==> src/rtl/sram_ctrl_pkg.sv <==
// Shared types and sizing helpers for the SRAM access controller.
package sram_ctrl_pkg;

   // Controller phases; each timed phase is measured by one shared counter.
   typedef enum logic [2:0] {
      IDLE,
      PRECHARGE,
      WRITE,
      READ_WL,
      SENSE
   } state_t;

   // Width of the phase counter: wide enough for the longest phase length.
   function automatic int phase_cnt_w(input int pre_cyc, input int wl_cyc, input int sa_cyc);
      int m;
      m = pre_cyc;
      if (wl_cyc > m) m = wl_cyc;
      if (sa_cyc > m) m = sa_cyc;
      return ($clog2(m + 1) > 1) ? $clog2(m + 1) : 1;
   endfunction

endpackage

==> src/rtl/wl_decoder.sv <==
// One-hot wordline decoder; rows at or beyond ROWS select nothing.
module wl_decoder #(
   parameter int ROWS = 16,
   parameter int AW   = (ROWS > 1) ? $clog2(ROWS) : 1
) (
   input  logic [AW-1:0]   addr,
   input  logic            en,
   output logic [ROWS-1:0] wl
);

   // Decode the row address into a single wordline when enabled.
   always_comb begin
      wl = '0;
      for (int i = 0; i < ROWS; i++) begin
         if (en && (addr == AW'(i))) wl[i] = 1'b1;
      end
   end

endmodule

==> src/rtl/sram_access_ctrl.sv <==
// Request-level sequencer for the SRAM macro: runs precharge, wordline,
// write-drive and sense phases for one request at a time. Every output is
// registered from the next-state decode so the analog controls are glitch-free.
module sram_access_ctrl
   import sram_ctrl_pkg::*;
#(
   parameter int COLS    = 8,
   parameter int ROWS    = 16,
   parameter int PRE_CYC = 1,
   parameter int WL_CYC  = 2,
   parameter int SA_CYC  = 1,
   localparam int AW     = (ROWS > 1) ? $clog2(ROWS) : 1
) (
   input  logic            clk,
   input  logic            rst,
   input  logic            req_valid,
   output logic            req_ready,
   input  logic            req_we,
   input  logic [AW-1:0]   req_addr,
   input  logic [COLS-1:0] req_wdata,
   output logic [COLS-1:0] data_in,
   output logic            wr_en,
   output logic            pre_en,
   output logic [ROWS-1:0] wl,
   output logic            sae,
   input  logic [COLS-1:0] sa_out,
   output logic            rsp_valid,
   output logic [COLS-1:0] rsp_rdata,
   output logic            rsp_err
);

   localparam int CW = phase_cnt_w(PRE_CYC, WL_CYC, SA_CYC);

   state_t          state, state_nx;
   logic [CW-1:0]   cnt, cnt_nx;
   logic            we_q;
   logic [AW-1:0]   addr_q;
   logic            err_q;
   logic            accept;
   logic            last;
   logic            sense_done;
   logic            wl_en;
   logic [ROWS-1:0] wl_nx;

   assign accept     = req_valid && req_ready;
   assign last       = (cnt == '0);
   assign sense_done = (state == SENSE) && last;
   assign wl_en      = (state_nx == WRITE) || (state_nx == READ_WL);

   // Next phase and counter reload; the counter counts down to zero in each timed phase.
   always_comb begin
      state_nx = state;
      cnt_nx   = cnt;
      case (state)
         IDLE: begin
            if (accept) begin
               state_nx = PRECHARGE;
               cnt_nx   = CW'(PRE_CYC - 1);
            end
         end
         PRECHARGE: begin
            if (last) begin
               state_nx = we_q ? WRITE : READ_WL;
               cnt_nx   = CW'(WL_CYC - 1);
            end else begin
               cnt_nx = cnt - CW'(1);
            end
         end
         WRITE: begin
            if (last) state_nx = IDLE;
            else      cnt_nx   = cnt - CW'(1);
         end
         READ_WL: begin
            if (last) begin
               state_nx = SENSE;
               cnt_nx   = CW'(SA_CYC - 1);
            end else begin
               cnt_nx = cnt - CW'(1);
            end
         end
         SENSE: begin
            if (last) state_nx = IDLE;
            else      cnt_nx   = cnt - CW'(1);
         end
         default: begin
            state_nx = IDLE;
            cnt_nx   = '0;
         end
      endcase
   end

   wl_decoder #(
      .ROWS (ROWS),
      .AW   (AW)
   ) u_wl_decoder (
      .addr (addr_q),
      .en   (wl_en),
      .wl   (wl_nx)
   );

   // Phase state and registered array controls; reset drops every control at once.
   always_ff @(posedge clk) begin
      if (rst) begin
         state     <= IDLE;
         cnt       <= '0;
         req_ready <= 1'b0;
         pre_en    <= 1'b0;
         wr_en     <= 1'b0;
         sae       <= 1'b0;
         wl        <= '0;
         rsp_valid <= 1'b0;
         rsp_err   <= 1'b0;
      end else begin
         state     <= state_nx;
         cnt       <= cnt_nx;
         req_ready <= (state_nx == IDLE);
         pre_en    <= (state_nx == PRECHARGE);
         wr_en     <= (state_nx == WRITE);
         sae       <= (state_nx == SENSE);
         wl        <= wl_nx;
         rsp_valid <= sense_done;
         if (sense_done) rsp_err <= err_q;
      end
   end

   // Write-driver data and captured read data; out-of-range reads return zero.
   always_ff @(posedge clk) begin
      if (rst) begin
         data_in   <= '0;
         rsp_rdata <= '0;
      end else begin
         if (accept && req_we) data_in   <= req_wdata;
         if (sense_done)       rsp_rdata <= err_q ? '0 : sa_out;
      end
   end

   // Request fields held for the duration of the operation.
   always_ff @(posedge clk) begin
      if (accept) begin
         we_q   <= req_we;
         addr_q <= req_addr;
         err_q  <= ({1'b0, req_addr} >= (AW + 1)'(ROWS));
      end
   end

endmodule

==> config.mk <==
export PLATFORM = sky130hd
export DESIGN_NAME = sram_access_ctrl
export DESIGN_NICKNAME = d
export VERILOG_FILES = /design/src/rtl/sram_ctrl_pkg.sv /design/src/rtl/wl_decoder.sv /design/src/rtl/sram_access_ctrl.sv
export SDC_FILE = /design/constraint.sdc
export NUM_CORES = 1
export LEC_CHECK = 0
export ABC_AREA = 1
export CORE_MARGIN = 5
export CORE_UTILIZATION = 43
export CTS_CLUSTER_SIZE = 16
export DETAILED_ROUTE_END_ITERATION = 6
export PLACE_DENSITY = 0.89
export SETUP_SLACK_MARGIN = 0.5
export SLEW_MARGIN = 20
export SYNTH_ARGS = -nofsm -noshare
export SYNTH_HDL_FRONTEND = slang
export SYNTH_SLANG_ARGS = --single-unit
export TNS_END_PERCENT = 20
==> constraint.sdc <==
create_clock -name clk -period 1.78 [get_ports clk]
set_input_delay 0.356 -clock clk [delete_from_list [all_inputs] [get_ports clk]]
set_output_delay 0.356 -clock clk [all_outputs]
set_load 0.005 [all_outputs]
==> results.txt <==
Run status: finished clean
Largest net degree at the start of global routing: 18
Maximum clock frequency: 663 MHz
Proportion of synthesized area in mux cells: 0%
DRC marker count from the first detailed-route iteration: 71
Worst hold slack: 0.446 ns
Top-area cell type share of the netlist area: 50.1%
Number of nets at the end of the flow: 293
Clk network pwr share: 32.0%
Routed via count divided by cell count: 4.76
Clk Tree Root Cell: sky130_fd_sc_hd__clkbuf_8
Detailed placement HPWL: 2740 um
Port-buffer cells: 60
Worst-path cell chain: clkdlybuf4s50_1
Number of setup violations in the final report: 0
Hold-fix buffers at CTS: 0
Final min period: 1.51 ns
Average instance area after synthesis: 8.40 um2
Count of cell types in the netlist: 17
Number of nets produced by synthesis: 227
Utilization after layout: 68.2%
Routability congestion estimate: 0.825
Sequential power share: 50.4%
Combinational group share of total power: 17.6%
Count of buffer and inverter cells on the critical path: 1
Setup repair after global routing missed its margin: yes
Routed wire per std cell: 12.5 um
Clock Tree Buf Depth: 2
Worst setup path category: flip-flop to primary output
Horiz. Die Dim: 72.5 um
Data arrival at the endpoint of the critical path: 1.15 ns
Total routing usage reported by global routing: 14.6%
Die area: 0.00525 mm2
Crit Path Max Fanout: 2
Simple logic cell fraction of the synthesized area: 20.3%
Core box area: 0.00372 mm2
Leakage power: 1.15 nW
Worst skew pair latency: 0.31 ns
Detail Route Antenna Nets: 0
CP max-delay cell: sky130_fd_sc_hd__clkdlybuf4s50_1
Hold Crit Class: flip-flop to flip-flop
Most common library cells after synthesis: 42 x sky130_fd_sc_hd__dfxtp_1, 39 x sky130_fd_sc_hd__nand2_1, 29 x sky130_fd_sc_hd__nor2_1
Total detailed-routing wirelength: 3930 um
CTS tree: built
Netlist Area Pre-Place: 0.00168 mm2
Biggest cell delay along the critical path: 0.50 ns
Cell accounting for the most synthesized area: sky130_fd_sc_hd__dfxtp_1
Clock H-tree levels: 2
Drt drc: 0
Yosys synthesis warning count: 0
Switching portion of total power: 27.1%
GR Overflow Total: 0
Pwr dens: 923 mW/mm2
Number of diodes: 0
Maximum VDD drop: 0.000792 V
Clock Sinks: 47
Synthesized-area fraction occupied by adder cells: 2.24%
Kind of cell adding the most delay to the critical path: buffers and inverters
Synth Area in Compound Gates: 11.1%
Total CTS buffers: 5
Final count of pins violating max slew: 0
P&R area growth vs syn: 51.0%
Count leader, synth: sky130_fd_sc_hd__dfxtp_1
Total iterations of the first detailed-routing run: 4
Row cnt: 22
Area contributors post-synth: sky130_fd_sc_hd__dfxtp_1 50%, sky130_fd_sc_hd__edfxtp_1 8.9%, sky130_fd_sc_hd__nand2_1 8.7%
Required time of the worst setup path: 1.42 ns
Switching component of the power: 0.634 mW
Gate Count Post-Synth: 200
Initial antenna violation count: 0
Clock edge transition at the registers on the reported setup and hold paths: 0.09 ns
Share of cells above drive strength 1: 14.6%
Final critical-path setup slack: 0.271 ns
Detailed-route via count: 1,498
Starting Density: 45.2%
Global-route wire length before repair: 5950 um
Reported max-cap violation count: 0
Number of enable flip-flop cells after synthesis: 5
Sort of element at the start of the critical path: flip-flop
Endpoint kind of the worst setup timing path: primary output
Part of the cycle the worst path needs: 84.8%
Seq/Total Area, Yosys: 59.0%
Height of the die: 72.5 um
Vias in the first global route: 1,378
Aggregate negative setup slack: 0 ns
Total of flip-flops plus latches after synthesis: 47
Final cell count without fillers: 315
Placed Cells: 304
I/O pin count: 62
Setup Slack @ Placement: 0.136 ns
Hold Vio Cnt, Final: 0
Most common flop cell mapped by yosys: sky130_fd_sc_hd__dfxtp_1
Largest clock skew in the final design: 0.0101 ns
Fraction of synthesized cell area in xor and xnor cells: 0%
Share of flip-flops with an asynchronous set or reset after synthesis: 0%
Int Pwr: 1.71 mW
Combinational family with the most area after synthesis: simple AND/OR/NAND/NOR gates
==> timing repair <==
action / in CTS / in global routing
endpoints found under the setup margin: 66 / 76
setup buffers: 0 / 3
gates resized for setup: 9 / 29
pin swaps: 0 / 6
==> state kept, by name, indices dropped and copies added, names as in the netlist <==
name and cells:
rsp_valid 1, state 3, data_in 8, cnt 2, addr_q 4, we_q 1
wr_en 1, sae 1, pre_en 1, req_ready 1, wl 16, rsp_rdata 8
==> per-layer routing <==
metal  GRT usage [%]  up-vias  share of wire, %
li1                -      762                 -
met1            15.8      680                40
met2            25.7       50                51
met3            5.82        6               7.6
met4            4.92        0               1.2
met5               0        -                 0
==> placed cells by master, fill, tap and decap left out, drive strengths merged <==
cell type       n
a21oi          19
buf             6
clkbuf          6
clkdlybuf4s50  46
clkinv          1
conb            1
dfxtp          42
dlygate4sd2     5
dlymetal6s2s    9
edfxtp          5
ha              3
inv            24
nand2          39
nand3          13
nor2           29
nor3            3
o21ai          14
o31ai           1
or2             1
==> final timing paths <==
path / startpoint / end / slack, ns / cells after the start
setup reg to reg: cnt[0] / wl[6] / 0.39 / 5
hold / removal: rsp_rdata[3] / rsp_rdata[3] / 0.45 / 2
setup / recovery: rsp_rdata[7] / rsp_rdata[7] / 0.27 / 1
hold reg to reg: rsp_rdata[3] / rsp_rdata[3] / 0.45 / 2
==> final cells by class <==
class,count,area (um2)
clock buffers,6,93.8
clock inverters,2,17.5
fillers,280,1180
inverters,23,86.3
multi-input cells,123,612
flip-flops and latches,47,1000
well taps,48,60.1
repair buffers,66,662
==> kinds of logic after synthesis <==
kind of cell / Yosys count
compound gates: 34
fa+ha+maj: 3
buf+inv: 30
flops: 47
other cells: 1
simple gates: 85
==> stage by stage <==
| stage | total power [mW] | area (um2) |
|---|---|---|
| finish | 2.34 | 2540 |
| global route | 2.44 | 2540 |
| CTS | 2.32 | 2460 |
| detailed placement | 1.58 | 2340 |
| global placement | 1.57 | 2340 |
| floorplan | 1.40 | 1690 |
==> power by group through the flow <==
stage | combinational, mW | sequential, mW | clock (mW)
after floorplan | 0.204 | 1.20 | 0
after CTS | 0.393 | 1.18 | 0.754
after global routing | 0.456 | 1.19 | 0.795
final | 0.413 | 1.18 | 0.748
after detailed placement | 0.386 | 1.20 | 0
after global placement | 0.376 | 1.20 | 0
Power figures use the tool's default switching activity.
